===== config.mk =====
export PLATFORM = sky130hd
export DESIGN_NAME = mips_alu_exec_unit
export DESIGN_NICKNAME = d
export VERILOG_FILES = /design/src/rtl/mips_alu_exec_unit.sv
export SDC_FILE = /design/constraint.sdc
export NUM_CORES = 1
export LEC_CHECK = 0
export BUFFER_PORTS_ARGS = -buffer_cell sky130_fd_sc_hd__buf_4
export CORE_MARGIN = 1.5
export CORE_UTILIZATION = 35
export CTS_BUF_LIST = sky130_fd_sc_hd__clkbuf_16
export DETAILED_ROUTE_END_ITERATION = 10
export PLACE_DENSITY = 0.66
export SLEW_MARGIN = 0
export SYNTH_ARGS = -nofsm -noshare
export SYNTH_HDL_FRONTEND = slang
export SYNTH_SLANG_ARGS = --single-unit
export TNS_END_PERCENT = 20

===== constraint.sdc =====
create_clock -name clk -period 6 [get_ports clk]
set_clock_uncertainty 0.15 [all_clocks]
set_input_delay 1.2 -clock clk [delete_from_list [all_inputs] [get_ports clk]]
set_output_delay 1.2 -clock clk [all_outputs]
set_load 0.05 [all_outputs]

===== src/rtl/mips_alu_exec_unit.sv =====
// mips_alu_exec_unit
//   Execute-stage arithmetic block for the single-cycle MIPS-lite datapath:
//   ALU-control decoder, 32-bit ALU with zero/negative/carry flags, the
//   PC increment adder and the branch-target adder. All results are
//   combinational; a debug/pipeline register captures the ALU result and
//   flags when en is high.
//
// Ports
//   clk, reset            : rising-edge clock, asynchronous active-high reset
//   en                    : capture enable for the q_* result register
//   aluop1, aluop0        : operation class from main control
//   funct[3:0]            : R-type function bits (instruction[3:0])
//   immedateop[1:0]       : immediate-operation select from main control
//   a, b                  : ALU operands
//   pc, sextad            : current PC and shifted sign-extended offset
//   gout[2:0]             : decoded ALU select
//   alu_out, flagz/n, cout: combinational ALU result and flags
//   pcplus4, branchaddress: pc + PC_INC and pcplus4 + sextad
//   q_alu_out, q_flag*    : registered copies of the ALU result and flags

module mips_alu_exec_unit #(
  parameter logic [31:0] PC_INC = 32'd4
) (
  input  logic        clk,
  input  logic        reset,
  input  logic        en,
  input  logic        aluop1,
  input  logic        aluop0,
  input  logic [3:0]  funct,
  input  logic [1:0]  immedateop,
  input  logic [31:0] a,
  input  logic [31:0] b,
  input  logic [31:0] pc,
  input  logic [31:0] sextad,
  output logic [2:0]  gout,
  output logic [31:0] alu_out,
  output logic        flagz,
  output logic        flagn,
  output logic        cout,
  output logic [31:0] pcplus4,
  output logic [31:0] branchaddress,
  output logic [31:0] q_alu_out,
  output logic        q_flagz,
  output logic        q_flagn,
  output logic        q_cout
);

  typedef enum logic [2:0] {
    SEL_AND  = 3'b000,
    SEL_OR   = 3'b001,
    SEL_ADD  = 3'b010,
    SEL_XOR  = 3'b011,
    SEL_NOR  = 3'b100,
    SEL_NONE = 3'b101,
    SEL_SUB  = 3'b110,
    SEL_SLT  = 3'b111
  } alu_sel_e;

  alu_sel_e    sel;
  logic [32:0] add_full;
  logic [32:0] sub_full;

  // ALU-control decode.
  always_comb begin
    // NOTE: assigning a default first keeps this block free of inferred latches.
    sel = SEL_ADD;
    unique case ({aluop1, aluop0})
      2'b00: sel = SEL_ADD;
      2'b01: sel = SEL_SUB;
      2'b10: begin
        case (funct)
          4'b0000: sel = SEL_ADD;
          4'b0010: sel = SEL_SUB;
          4'b0100: sel = SEL_AND;
          4'b0101: sel = SEL_OR;
          4'b0110: sel = SEL_XOR;
          4'b0111: sel = SEL_NOR;
          4'b1010: sel = SEL_SLT;
          default: sel = SEL_ADD;
        endcase
      end
      2'b11: begin
        case (immedateop)
          2'b00: sel = SEL_ADD;
          2'b01: sel = SEL_AND;
          2'b10: sel = SEL_OR;
          2'b11: sel = SEL_SLT;
        endcase
      end
    endcase
  end

  assign gout = sel;

  // 33-bit sums expose the carry out of bit 31. Subtraction is a + ~b + 1,
  // so its carry is 1 exactly when a >= b unsigned.
  assign add_full = {1'b0, a} + {1'b0, b};
  assign sub_full = {1'b0, a} + {1'b0, ~b} + 33'd1;

  always_comb begin
    alu_out = '0;
    cout    = 1'b0;
    case (sel)
      SEL_AND: alu_out = a & b;
      SEL_OR:  alu_out = a | b;
      SEL_XOR: alu_out = a ^ b;
      SEL_NOR: alu_out = ~(a | b);
      SEL_ADD: {cout, alu_out} = add_full;
      SEL_SUB: {cout, alu_out} = sub_full;
      // Direct signed compare rather than the sign of a - b, so overflow
      // cannot flip the answer.
      SEL_SLT: alu_out = {31'd0, ($signed(a) < $signed(b))};
      default: alu_out = '0;
    endcase
  end

  assign flagz = (alu_out == 32'd0);
  assign flagn = alu_out[31];

  assign pcplus4       = pc + PC_INC;
  assign branchaddress = pcplus4 + sextad;

  // Result register; reset value represents an all-zero result.
  always_ff @(posedge clk or posedge reset) begin
    // NOTE: sequential state uses non-blocking assignments so every flop
    // samples pre-edge values regardless of statement order.
    if (reset) begin
      q_alu_out <= '0;
      q_flagz   <= 1'b1;
      q_flagn   <= 1'b0;
      q_cout    <= 1'b0;
    end else if (en) begin
      q_alu_out <= alu_out;
      q_flagz   <= flagz;
      q_flagn   <= flagn;
      q_cout    <= cout;
    end
  end

endmodule


==> impl_metrics.py <==
metrics = {
    "die": {
        "dieArea_um2": 28400,
        "start_util_pct": 35.7,
        "die_w_um": 168,
        "core_area_um2": 26900,
        "chipHeight_um": 168,
        "io_pins": 276,
        "row_count": 60,
    },
    "hold_path": {
        "holdPathEnd": "q_alu_out[16]",
        "worstHoldStart": "q_alu_out[16]",
        "min_path_cells": 2,
        "min_path_type": "reg2reg",
    },
    "timing": {
        "final-setup-viol-count": 2,
        "final.min_clock_period_ns": 6.14,
        "tightest_slew_ns": 0.735,
        "setup_ws_ns": -0.137,
        "rsz0062_at_grt": "true",
        "slew_viol_final": 0,
        "hold_viol_final": 0,
        "relSlewSlack_pct": 50.4,
        "setup_tns_ns": -0.224,
        "fin_crit_sh_pct": 102,
        "fmax_mhz": 163,
    },
    "cts": {
        "insertion_delay_ns": 0.28,
        "h-tree-depth": 2,
        "numCtsBuffers": 5,
        "clk_path_buf_depth": 2,
        "clkTransAtPathRegs_ns": 0.05,
        "cts.sinks": 34,
        "cts_tree": "done",
        "root_buffer": "clkbuf_16",
    },
    "critical_path": {
        "ff2ff_setup_slack_ns": 5.08,
        "r2r_end": "q_flagz",
        "crit_path_end_kind": "primary output",
        "startpoint": "pc[6]",
        "required_ns": 4.65,
        "crit_fanout": 5,
        "ff2ff_path_depth": 2,
        "worst-setup-path-type": "in2out",
        "cp.arrival_ns": 4.79,
        "r2r-start": "q_flagz",
        "worstSetupStartpointType": "input port",
    },
    "synth": {
        "synth_area_leaders": "ha_1, dfrtp_1, nor2_1",
        "synth_common_cells": "nor2_1, ha_1, a21oi_1, inv_1, nand2_1",
        "ys.flop_type": "dfrtp_1",
        "synth_edf_count": 0,
        "synth_top_area_share_pct": 17.4,
        "synth_area_leader_cell": "ha_1",
        "ys_types": 89,
        "synthArstFlopShare_pct": 100,
        "yosysMostFrequentCell": "nor2_1",
        "synth_cells": 1391,
        "yosys_warnings": 0,
        "syn_nets": 1666,
        "ys_seq_area_share_pct": 8.89,
        "synth_area_um2": 9580,
        "ys_ff_latch": 34,
        "avgSynthCellArea_um2": 6.89,
    },
    "cells_and_area": {
        "fin_cells": 2228,
        "diodes": 0,
        "fillers": 2617,
        "fin_util_pct": 54.7,
        "drive_gt1_share_pct": 36.6,
        "layout.nets": 2161,
        "area_growth_pct": 53.4,
    },
    "place": {
        "io_buffers": 275,
        "gp_congestion": 0.989,
        "post-place-ws_ns": -0.373,
        "dp_hpwl_um": 33600,
        "placed_cells_incl_taps": 2204,
    },
    "run_status": {
        "failed_checks": "setup timing",
        "run_status": "finished with violations",
    },
    "pwr": {
        "power_w": 0.00282,
        "powerDensity_nw_per_um2": 192,
        "switching_share_pct": 54.6,
        "p_switching_w": 0.00154,
        "seqPwrFrac_pct": 10.8,
        "power.leakage_nw": 7.21,
        "intPower_w": 0.00128,
        "irDropWorstVdd_mv": 0.128,
        "combPwrFrac_pct": 80.8,
        "p_clk_share_pct": 8.4,
    },
    "drt": {
        "antenna_left": 0,
        "wire_per_inst_um": 18.1,
        "firstDrtPassIters": 6,
        "vias": 12500,
        "vias_per_cell": 5.63,
        "wl_um": 40200,
        "route.detailed.drc": 0,
        "drtIter0Drc": 1110,
    },
    "global_route": {
        "antenna_found_initial": 0,
        "grt_pass1_wl_um": 63200,
        "grt_usage_pct": 27.4,
        "grt_max_degree": 45,
        "grt-ovfl-total": 0,
        "grt_pass1_vias": 12200,
    },
    "run": {
        "cap_viol_max_count": 0,
    },
}
[power groups by stage]
stage | clock network [W] | logic (W) | registers, W
2_1_floorplan | 0 | 0.00119 | 0.000478
3_3_place_gp | 0 | 0.00220 | 0.000307
3_5_place_dp | 0 | 0.00221 | 0.000308
4_1_cts | 0.000243 | 0.00224 | 0.000305
5_1_grt | 0.000253 | 0.00242 | 0.000311
6_report | 0.000236 | 0.00228 | 0.000305
[flip-flops by register name, indices dropped and copies added (netlist names)]
register / count
q_alu_out: 32
q_flagz: 1
q_cout: 1
[stage by stage]
step	area, um^2	hold WS [ns]
floorplan	9940	0.458
global placement	14200	0.339
detailed placement	14200	0.343
CTS	14500	0.355
global route	14700	0.366
finish	14700	0.354
[cell type report]
class,instances,area [um^2],area share [%]
clock buffers,5,125,0.851
clock inverters,3,12.5,0.0851
inverters,118,443,3.01
multi-input cells,1167,8570,58.3
flip-flops and latches,34,852,5.80
well taps,341,427,2.90
repair buffers,560,4270,29.0
[placed cells by master, fill, tap and decap left out, types with 25 or more instances in the layout]
cell     count
a21oi_1    110
a21o_1      25
ha_1       128
nor2_1     180
buf_4      551
nor3_1      31
dfrtp_1     33
nand2_1     97
xnor2_1     30
o21ai_0     85
inv_1      114
nand3_1     32
[how the worst max path moves through the flow]
stage | cells past startpoint | to | slack [ns]
2_1_floorplan | 18 | branchaddress[30] | -0.09
3_3_place_gp | 17 | flagz | -0.33
3_5_place_dp | 17 | flagz | -0.37
4_1_cts | 16 | flagz | -0.09
5_1_grt | 25 | branchaddress[22] | -0.27
6_report | 25 | branchaddress[22] | -0.14
[layer usage]
layer,GRT usage (%),vias up,wire length (um)
met4,7.49,2,1020
met1,35.6,5776,17200
met2,47.1,638,18600
met5,0,-,20
met3,4.35,87,3410
li1,-,6032,-
[repair_timing]
action	CTS	global route
hold endpoints to repair	0	0
hold buffers	0	0
resized for setup	37	32
endpoints found under the setup margin	7	12
pin swaps	25	15
buffers inserted	11	5
[critical path, stage by stage]
cell and delay (ns):
buf_4 0.09, and3_4 0.17, and2_4 0.14, and3_4 0.18, and3_4 0.19, buf_4 0.11, nand4_1 0.09, buf_6 0.15
nor2_2 0.19, xor2_4 0.11, ha_4 0.30, and3_4 0.18, and3_4 0.19, o311ai_2 0.11, buf_4 0.16, buf_4 0.12
buf_4 0.12, buf_4 0.13, buf_4 0.13, buf_4 0.12, buf_4 0.12, nand2_1 0.07, a21oi_2 0.07, xnor2_1 0.15
buf_4 0.22
[cell families after synthesis]
group | count (synthesis) | share of synthesized area (%)
xor gates and xnor gates | 67 | 6.12
DFF | 34 | 8.89
muxes | 15 | 1.67
buffers and inverters | 190 | 8.07
adders and majority gates | 136 | 18.0
AOI/OAI and AO/OA | 462 | 33.2
and+or+nand+nor | 487 | 24.0
(Power assumes the default switching activity.)
